`src/rtl/mtm_alu_serializer_if.sv`:
```
// mtm_alu_serializer_if: response-word strobe in, serial line and status out
interface mtm_alu_serializer_if;
  logic [54:0] data_in;
  logic data_ready;
  logic sout;
  logic busy;
  logic overrun;
  modport master(output data_in, data_ready, input sout, busy, overrun);
  modport slave(input data_in, data_ready, output sout, busy, overrun);
endinterface

```
`src/rtl/mtm_alu_serializer.sv`:
```
// mtm_alu_serializer: shifts the ALU response word out MSB-first on an idle-high serial line
module mtm_alu_serializer #(
  parameter int CLKS_PER_BIT = 1
) (
  input logic clk,
  input logic rst,
  mtm_alu_serializer_if.slave bus
);
  localparam int CW = $clog2(CLKS_PER_BIT + 1);
  localparam logic [CW-1:0] C_LAST = CW'(CLKS_PER_BIT - 1);
  typedef enum logic {IDLE, SHIFT} state_t;
  state_t state, state_n;
  logic [54:0] sh, sh_n, word;
  logic [5:0] bc, bc_n, len;
  logic [CW-1:0] cc, cc_n;
  logic sout_q, busy_q, ovr_q, ovr_n;
  logic bit_end, last, load;
  assign word = bus.data_in[8] ? {bus.data_in[10:0], 44'd0} : bus.data_in;
  assign len = bus.data_in[8] ? 6'd11 : 6'd55;
  always_comb begin
    bit_end = (state == SHIFT) && (cc == C_LAST);
    last = bit_end && (bc == 6'd1);
    load = bus.data_ready && ((state == IDLE) || last);
    state_n = load ? SHIFT : last ? IDLE : state;
    sh_n = load ? word : bit_end ? sh << 1 : sh;
    bc_n = load ? len : bit_end ? bc - 6'd1 : bc;
    cc_n = (load || bit_end || state == IDLE) ? '0 : cc + 1'b1;
    ovr_n = bus.data_ready && (state == SHIFT) && !last;
  end
  always_ff @(posedge clk) begin
    if (rst) begin
      state <= IDLE;
      sh <= '0;
      bc <= '0;
      cc <= '0;
      sout_q <= 1'b1;
      busy_q <= 1'b0;
      ovr_q <= 1'b0;
    end else begin
      state <= state_n;
      sh <= sh_n;
      bc <= bc_n;
      cc <= cc_n;
      sout_q <= (state_n == SHIFT) ? sh_n[54] : 1'b1;
      busy_q <= state_n == SHIFT;
      ovr_q <= ovr_n;
    end
  end
  assign bus.sout = sout_q;
  assign bus.busy = busy_q;
  assign bus.overrun = ovr_q;
endmodule

```
`src/flat_wrapper.sv`:
```
// flat-port wrapper written by rule: the top's interface ports become plain ports
module mtm_alu_serializer_flat 
#(
  parameter int CLKS_PER_BIT = 1
)
  (clk, rst, bus_data_in, bus_data_ready, bus_sout, bus_busy, bus_overrun);
  mtm_alu_serializer_if bus_i ();
  input logic clk;
  input logic rst;
  input wire logic [$bits(bus_i.data_in)-1:0] bus_data_in;
  input wire logic [$bits(bus_i.data_ready)-1:0] bus_data_ready;
  output wire logic [$bits(bus_i.sout)-1:0] bus_sout;
  output wire logic [$bits(bus_i.busy)-1:0] bus_busy;
  output wire logic [$bits(bus_i.overrun)-1:0] bus_overrun;
  assign bus_i.data_in = bus_data_in;
  assign bus_i.data_ready = bus_data_ready;
  assign bus_sout = bus_i.sout;
  assign bus_busy = bus_i.busy;
  assign bus_overrun = bus_i.overrun;
  mtm_alu_serializer #(.CLKS_PER_BIT(CLKS_PER_BIT)) u_core (.clk(clk), .rst(rst), .bus(bus_i));
endmodule
```
`config.mk`:
```
export PLATFORM = sky130hd
export DESIGN_NAME = mtm_alu_serializer_flat
export DESIGN_NICKNAME = d
export VERILOG_FILES = /design/src/rtl/mtm_alu_serializer_if.sv /design/src/rtl/mtm_alu_serializer.sv /design/src/flat_wrapper.sv
export SDC_FILE = /design/constraint.sdc
export NUM_CORES = 1
export LEC_CHECK = 0
export ABC_AREA = 1
export ABC_CLOCK_PERIOD_IN_PS = 2900
export CAP_MARGIN = 5
export CORE_ASPECT_RATIO = 2
export CORE_MARGIN = 5
export CORE_UTILIZATION = 45
export CTS_BUF_LIST = sky130_fd_sc_hd__clkbuf_4 sky130_fd_sc_hd__clkbuf_8
export CTS_CLUSTER_DIAMETER = 50
export CTS_CLUSTER_SIZE = 8
export DETAILED_ROUTE_END_ITERATION = 10
export PLACE_DENSITY = 0.75
export SLEW_MARGIN = 20
export SYNTH_ARGS = -nofsm -noshare
export SYNTH_HDL_FRONTEND = slang
export SYNTH_SLANG_ARGS = --single-unit
```
`constraint.sdc`:
```
create_clock -name clk -period 2.9 [get_ports clk]
set_input_delay 0.58 -clock clk [delete_from_list [all_inputs] [get_ports clk]]
set_output_delay 0.58 -clock clk [all_outputs]
set_load 0.02 [all_outputs]
```
# Word-level counts from Yosys, hierarchy flattened
# Cells that the tools add are included.
# W data, S select, Z words.
[totals]
word_cells = 33
in_bits = 58
reg_bits = 65
output_inout_bits = 3
[classes]
n_eq_ne = 1
n_bitwise = 3
n_reduce_logical = 12
n_addsub = 2
mux = 8
[op_table]
columns = ["op", "n"]
rows = [
  ["$mux W55", 3],
  ["$mux W6", 3],
  ["$eq A6 B1 Y1 const B", 1],
  ["$sub A6 B1 Y6 const B", 1],
  ["$logic_and A1 B1 Y1", 5],
  ["$reduce_or A2 Y1", 2],
  ["$logic_or A1 B1 Y1", 3],
  ["$not A1 Y1", 3],
  ["$mux W1", 2],
  ["$reduce_bool A2 Y1", 1],
  ["$add A1 B1 Y1 const B", 1],
  ["$logic_not A1 Y1", 1],
]

# Depth between registers and ports, before layout
# Gate-level depths: netlist of run 1.
[depth]
word_depth = 8
depth_mapped = 12
mapped_depth_nobuf = 12

# Worst setup path before layout of run 1
# Ideal clock, no wire load.
[synth_timing]
path_kind = "reg-to-reg"
from = "register u_core.state"
to = "register u_core.sh[52]"
path_buffers = 1
arrival_time_ps = 1273
stages_incl_launch_ff = 10
setup_slack_ps = 1517
t_required_ps = 2790
cell_sequence = "dfxtp_1 inv_2 or2_4 nand2_2 inv_2 buf_2 nand2_1 nand3_1 nand2_1 inv_1"
[synth_between]
elab_chain_cells = 5
[synth_lines]
columns = ["item", "line_no", "rtl"]
rows = [
  ["start, declared", "mtm_alu_serializer.sv:12", "state_t state, state_n;"],
  ["start signal, assigned", "mtm_alu_serializer.sv:40", "state <= state_n;"],
  ["$logic_and A1 B1 Y1", "mtm_alu_serializer.sv:21", "bit_end = (state == SHIFT) && (cc == C_LAST);"],
  ["$logic_and A1 B1 Y1", "mtm_alu_serializer.sv:22", "last = bit_end && (bc == 6'd1);"],
  ["$logic_or A1 B1 Y1", "mtm_alu_serializer.sv:23", "load = bus.data_ready && ((state == IDLE) || last);"],
  ["$logic_and A1 B1 Y1", "mtm_alu_serializer.sv:23", ""],
  ["$mux W55 / $reduce_bool A2 Y1 (equally long branches)", "n/a", ""],
  ["end signal, assigned", "mtm_alu_serializer.sv:41", "sh <= sh_n;"],
  ["end, declared", "mtm_alu_serializer.sv:13", "logic [54:0] sh, sh_n, word;"],
]
# Parallel ways exist; a longest one is shown, timed or not.
# A chain may end at the register's enable or synchronous reset.

# Worst setup path after layout of run 1
[layout_timing]
from = "register u_core.bc[1]"
to = "register u_core.sh[35]"
[layout_between]
elab_chain_cells = 5
[layout_lines]
columns = ["item", "line_no", "rtl"]
rows = [
  ["start, declared", "mtm_alu_serializer.sv:14", "logic [5:0] bc, bc_n, len;"],
  ["start signal, assigned", "mtm_alu_serializer.sv:42", "bc <= bc_n;"],
  ["$eq A6 B1 Y1 *", "mtm_alu_serializer.sv:22", ""],
  ["$logic_and A1 B1 Y1 *", "mtm_alu_serializer.sv:22", ""],
  ["$logic_or A1 B1 Y1 *", "mtm_alu_serializer.sv:23", ""],
  ["$logic_and A1 B1 Y1 *", "mtm_alu_serializer.sv:23", ""],
  ["$mux W55 / $reduce_bool A2 Y1 (equally long branches)", "n/a", ""],
]
# Mark *: on every way between the ends. The rest lies on a longest branch, timed or not.

==> results.tsv, run 1 <==
metric	value	unit
status	finished, final reports clean	
die area	0.00959	mm²
worst slew pin tran	0.695	ns
Hold Path Class	flip-flop to flip-flop	
synth-to-layout area growth	23.1	%
total wire length	8150	µm
Final Skew	0.00568	ns
drt drc	0	
crit-path cells	inv_1 > ha_1 > inv_1 > nor2_1 > nand3_1 > nand2_2 > nand2_4 > nand2_2 > nor2_1 > nor2_1 > nor2_1	
Crit. Startpoint	u_core.bc[1]$_SDFFE_PP0P_	
CTS Hold Bufs	0	
Mapped Avg Cell Area	6.22	µm²
total number of vias	3442	
# diodes	0	
Core Rows	45	
DR pass1 iterations	4	
Max Cap Viol	0	
Post-CTS Setup Inserts	0	
CTS tree	built	
die height	134	µm
Worst setup EP type	flip-flop	
fin cells	694	
Sink Count	65	
most frequent CP cell	nor2_1	
Commonest cells post-synth	nand2_1 (113), nor2_1 (113), dfxtp_1 (65)	
fraction of layout cells with a size suffix above 1	5.50	%
Worst IR Drop VDD	0.303	mV
DP HPWL	5670	µm
Synth cell types	25	
CP max FO	34	
die width	71.8	µm
worst path bufs/invs	2	
Routability Congestion	0.840	
Hold Path Sink	u_core.sh[8]$_SDFFE_PP0P_	
RSZ-0062 raised after global routing	no	
type of origin of the critical path	flip-flop	
multi-input logic area	0.00168	mm²
Mapped Nets	613	
CTS H-tree lvls	3	
area share of the largest cell type after synthesis	37.8	%
r2r endpoint	u_core.sh[35]$_SDFFE_PP0P_	
Final setup viols	0	
Synth Cell Area	0.00344	mm²
setup TNS	0	ns
fin nets	657	
max frequency	477	MHz
met1 wire length	3290	µm
min cycle time layout	2.09	ns
Core Box Area	0.00754	mm²
Leak Pwr	1.92	nW
Max Used Layer	met4	
ys flop type	dfxtp_1	
Worst Path Required	3.14	ns
Synth Instances	553	
1st-iter DRT viols	272	
routed length on met2	4280	µm
beginning of the worst hold path	u_core.sh[8]$_SDFFE_PP0P_	
Synth area leaders	dfxtp_1 (38%), nand2_1 (12%), nor2_1 (12%)	
reg-to-reg slack, setup	0.81	ns
vias in the first global route	3370	
Max clock buf depth	2	
clk slew on worst S/H paths	0.06	ns
largest net degree at the start of global routing	43	
Fin. Hold Viols	0	
cell chosen for the clock root	clkbuf_8	
Worst Hold Depth	2	
critical path arrival	2.33	ns
register area	0.00130	mm²
gr ovfl total	0	
Initial Util	45.6	%
Final Cycle Share	72.2	%
kind of critical path	flip-flop to flip-flop	
Yosys reg bits	65	
Async SR Flop Fraction	0	%
Cells after DPL	680	
Ports	61	
slowest stage delay, CP	0.50	ns
Seq/Total Area, Yosys	37.8	%
total track usage	18.0	%
TritonCTS Buffers	9	
power per cell area	504	mW/mm²
r2r startpoint	u_core.bc[1]$_SDFFE_PP0P_	
PostCTS Resize Cnt	0	
CP top delay family	simple AND/OR/NAND/NOR gates	
wire per inst	11.7	µm
r2r worst-path depth	11	
YS warnings	0	
initial antenna violation count	0	
Fill cells	796	
first-pass GRT wire length	14100	µm
Routed Antenna Nets	0	
number of port buffers	60	
area leader, netlist	dfxtp_1	
clk_lat worst skew	0.34	ns
EDFF count, synth	0	
fin. max-slew vios	0	
Vias/cell	4.96	
WL met3	386	µm
worst rel slew slack	53.6	%
Critical Path Slowest Stage Cell	nand2_2	
[placed cells by master (no fill, tap or decap), drive strengths merged]
| cell | instances |
|---|---|
| clkdlybuf4s50 | 60 |
| o21ai | 78 |
| nand3 | 51 |
| nor3 | 2 |
| or2 | 1 |
| buf | 10 |
| clkbuf | 14 |
| conb | 1 |
| a31oi | 2 |
| a21oi | 5 |
| nand2 | 117 |
| nand4 | 8 |
| dfxtp | 65 |
| inv | 68 |
| xnor2 | 1 |
| ha | 2 |
| nor2 | 113 |
| a21boi | 1 |
| o211ai | 1 |
[routing by layer]
layer,vias to the layer above,global-route usage [%]
li1,1810,-
met1,1541,18.9
met2,74,33.2
met3,17,4.15
met4,0,7.22
met5,-,0
[through the flow]
stage	hold slack [ns]	util, %	total power, mW	worst slack, ns	area, µm²
after floorplan	0.439	-	1.31	1.52	3440
after global placement	0.456	53.8	1.45	0.667	4060
after detailed placement	0.461	53.8	1.46	0.636	4060
after CTS	0.469	56.1	2.15	0.778	4230
after global routing	0.496	56.1	2.26	0.510	4230
final	0.473	56.1	2.13	0.805	4230
[state kept, by name, summed over array words and instances, names as in the netlist]
signal              flops
u_core.bc               6
u_core.bus.overrun      1
u_core.state            1
u_core.bus.sout         1
u_core.cc               1
u_core.sh              55
[tightest hold or removal path: stages, from the launching register on]
cell and delay [ns]:
dfxtp_1 0.31, nand2_1 0.06, a21oi_1 0.06
[area by class of cell]
class / instances / share of cell area [%]
Inverter: 68 / 6.03
Timing Repair Buffer: 70 / 16.6
Tap cell: 94 / 2.78
Clock buffer: 14 / 4.11
Multi-Input combinational cell: 383 / 39.8
Sequential cell: 65 / 30.8
[cells by family (layout without fill, tap and decap cells)]
family                   after synthesis  in the layout  synth area share [%]
flip-flops                            65             65                  37.8
adder cells (fa/ha/maj)                2              2                 0.728
other                                  1              1                 0.109
XOR/XNOR                               1              1                 0.255
AND/OR/NAND/NOR                      292            292                  35.0
AO/OA/AOI/OAI                         87             87                  12.9
buffers and inverters                105            152                  13.2
[power by group]
| group | switching, mW | total [mW] | internal, mW |
|---|---|---|---|
| Clock | 0.311 | 0.688 | 0.377 |
| Sequential | 0.0395 | 1.00 | 0.964 |
| Combinational | 0.245 | 0.440 | 0.195 |
[how the worst max path moves through the flow]
stage          slack, ns                    endpoint  cells past startpoint
2_1_floorplan       1.52  u_core.sh[52]$_SDFFE_PP0P_                      9
3_3_place_gp        0.67   u_core.sh[6]$_SDFFE_PP0P_                      5
3_5_place_dp        0.64   u_core.sh[5]$_SDFFE_PP0P_                      5
4_1_cts             0.78  u_core.sh[35]$_SDFFE_PP0P_                     11
5_1_grt             0.51  u_core.sh[41]$_SDFFE_PP0P_                     11
6_report            0.81  u_core.sh[35]$_SDFFE_PP0P_                     11
(Power assumes the default switching activity.)
==> run 2: changes to the inputs <==
ABC_CLOCK_PERIOD_IN_PS = 2200   (was 2900)
clock period = 2.2 ns   (was 2.9 ns; I/O delays follow)
==> results.tsv, run 2 (same netlist as run 1, synthesis figures left out) <==
metric	value	unit	change
part of the power in combinational logic	19.8	%	was 20.7%
CTS tree	built		unchanged
Post-DP Area	0.00412	mm²	was 0.00406 mm²
cell chosen for the clock root	clkbuf_8		unchanged
Initial Util	45.6	%	unchanged
clk_lat worst skew	0.35	ns	was 0.34 ns
type of origin of the critical path	flip-flop		unchanged
gr ovfl total	0		unchanged
drt drc	0		unchanged
CP max FO	3		was 34
Vias/cell	4.96		about the same
most frequent cells in the layout	nor2_1 (113), nand2_1 (113), dfxtp_1 (65)		unchanged
Leak Pwr	1.96	nW	was 1.92 nW
power per cell area	696	mW/mm²	was 504 mW/mm²
max frequency	546	MHz	
r2r endpoint	u_core.sh[20]$_SDFFE_PP0P_		was u_core.sh[35]$_SDFFE_PP0P_
wire per inst	11.7	µm	about the same
vias in the first global route	3389		was 3370
post-layout instance area	0.00433	mm²	was 0.00423 mm²
largest registers	u_core.sh: 55 flops, u_core.bc: 6 flops		unchanged
Routability Congestion	0.810		was 0.840
worst path bufs/invs	1		was 2
Worst IR Drop VDD	0.453	mV	was 0.303 mV
PostCTS Resize Cnt	0		unchanged
Post-CTS Setup Inserts	0		unchanged
DP HPWL	5500	µm	was 5670 µm
kind of critical path	flip-flop to output pin		was flip-flop to flip-flop
register area	0.00130	mm²	unchanged
crit-path cells	clkdlybuf4s50_1		was inv_1 > ha_1 > inv_1 > nor2_1 > nand3_1 > nand2_2 > nand2_4 > nand2_2 > nor2_1 > nor2_1 > nor2_1
total number of vias	3457		was 3442
DR pass1 iterations	4		unchanged
Hold Path Class	flip-flop to flip-flop		unchanged
Final Cycle Share	83.2	%	
status	finished, final reports clean		unchanged
Final setup viols	0		unchanged
die height	134	µm	unchanged
synth-to-layout area growth	25.9	%	was 23.1%
register share of total power	43.8	%	was 47.1%
setup TNS	0	ns	unchanged
fin nets	658		was 657
Worst Hold Depth	2		unchanged
total wire length	8140	µm	was 8150 µm
Sw Pwr	833	µW	was 596 µW
initial antenna violation count	0		unchanged
Critical Path Slowest Stage Cell	clkdlybuf4s50_1		was nand2_2
reg-to-reg slack, setup	0.46	ns	was 0.81 ns
Sink Count	65		unchanged
Core Box Area	0.00754	mm²	unchanged
Hold Path Sink	u_core.sh[8]$_SDFFE_PP0P_		unchanged
switching portion of total power	27.6	%	was 28.0%
CTS Hold Bufs	0		unchanged
Max Cap Viol	0		unchanged
Fill cells	756		was 796
die width	71.8	µm	unchanged
Routed Antenna Nets	0		unchanged
Core Rows	45		unchanged
RSZ-0062 raised after global routing	no		unchanged
Max clock buf depth	2		unchanged
Final Skew	0.00554	ns	was 0.00568 ns
TritonCTS Buffers	9		unchanged
fraction of layout cells with a size suffix above 1	5.97	%	was 5.50%
Clock Power Share	36.4	%	was 32.3%
die area	0.00959	mm²	unchanged
Biggest register	u_core.sh		unchanged
internal power	2.18	mW	was 1.54 mW
CP top delay family	buffers and inverters		was simple AND/OR/NAND/NOR gates
largest net degree at the start of global routing	59		was 43
first-pass GRT wire length	14000	µm	was 14100 µm
r2r startpoint	u_core.bc[1]$_SDFFE_PP0P_		unchanged
max reg flops	55		unchanged
total track usage	18.1	%	was 18.0%
Power Total	3.01	mW	was 2.13 mW
clk slew on worst S/H paths	0.07	ns	was 0.06 ns
Ports	61		unchanged
r2r worst-path depth	12		was 11
Fin. Hold Viols	0		unchanged
Worst Path Required	1.76	ns	was 3.14 ns
# diodes	0		unchanged
1st-iter DRT viols	211		was 272
slowest stage delay, CP	0.63	ns	was 0.50 ns
multi-input logic area	0.00168	mm²	unchanged
CTS H-tree lvls	3		unchanged
fin. max-slew vios	0		unchanged
Final Util	57.4	%	was 56.1%
critical path arrival	1.39	ns	was 2.33 ns
min cycle time layout	1.83	ns	
Worst setup EP type	output pin		was flip-flop
beginning of the worst hold path	u_core.sh[8]$_SDFFE_PP0P_		unchanged
number of port buffers	60		unchanged
==> run 2: cell types whose count changed in the layout (fill, tap and decap cells not counted) <==
cell	before	now
buf_12	2	6
buf_4	8	5
bufinv_16	0	2
clkbuf_4	3	1
clkbuf_8	11	9
clkinv_2	0	3
clkinvlp_4	0	1
==> run 2: power groups by stage <==
stage | clock [mW] | sequential (mW) | combinational (mW)
2_1_floorplan | 0 | 1.34 | 0.391
4_1_cts | 1.13 | 1.32 | 0.601
5_1_grt | 1.18 | 1.33 | 0.677
6_report | 1.10 | 1.32 | 0.596
3_5_place_dp | 0 | 1.35 | 0.595
3_3_place_gp | 0 | 1.34 | 0.583
==> run 2: metrics by stage <==
step	cells	setup slack, ns	hold WS, ns
floorplan	553	0.817	0.439
global placement	681	0.323	0.459
detailed placement	681	0.285	0.464
CTS	697	0.340	0.473
global route	697	0.263	0.504
finish	697	0.369	0.468
==> run 2: worst max path at each step <==
stage	from	end	slack, ns	cells past startpoint
6_report	u_core.state$_SDFF_PP0_	bus_busy	0.37	1
5_1_grt	u_core.bc[1]$_SDFFE_PP0P_	u_core.sh[38]$_SDFFE_PP0P_	0.26	12
4_1_cts	u_core.state$_SDFF_PP0_	bus_busy	0.34	1
3_5_place_dp	bus_data_ready	u_core.sh[41]$_SDFFE_PP0P_	0.29	7
3_3_place_gp	bus_data_ready	u_core.bc[5]$_SDFFE_PP0P_	0.32	9
2_1_floorplan	u_core.state$_SDFF_PP0_	u_core.sh[52]$_SDFFE_PP0P_	0.82	9
==> run 2: metal layers <==
metal	up-vias	global-route usage (%)	wire length [µm]
met1	1548	19.1	3330
met4	0	9.31	260
li1	1812	-	-
met5	-	0	0
met2	74	32.0	4170
met3	23	4.98	379
==> run 2: layout make-up <==
| type | instances | share of cell area [%] |
|---|---|---|
| clock inverter | 6 | 1.91 |
| clock buffer | 10 | 3.03 |
| sequential | 65 | 30.1 |
| inverter | 68 | 5.90 |
| multi-input combinational | 383 | 38.9 |
| tap | 94 | 2.72 |
| timing repair buffer | 71 | 17.5 |
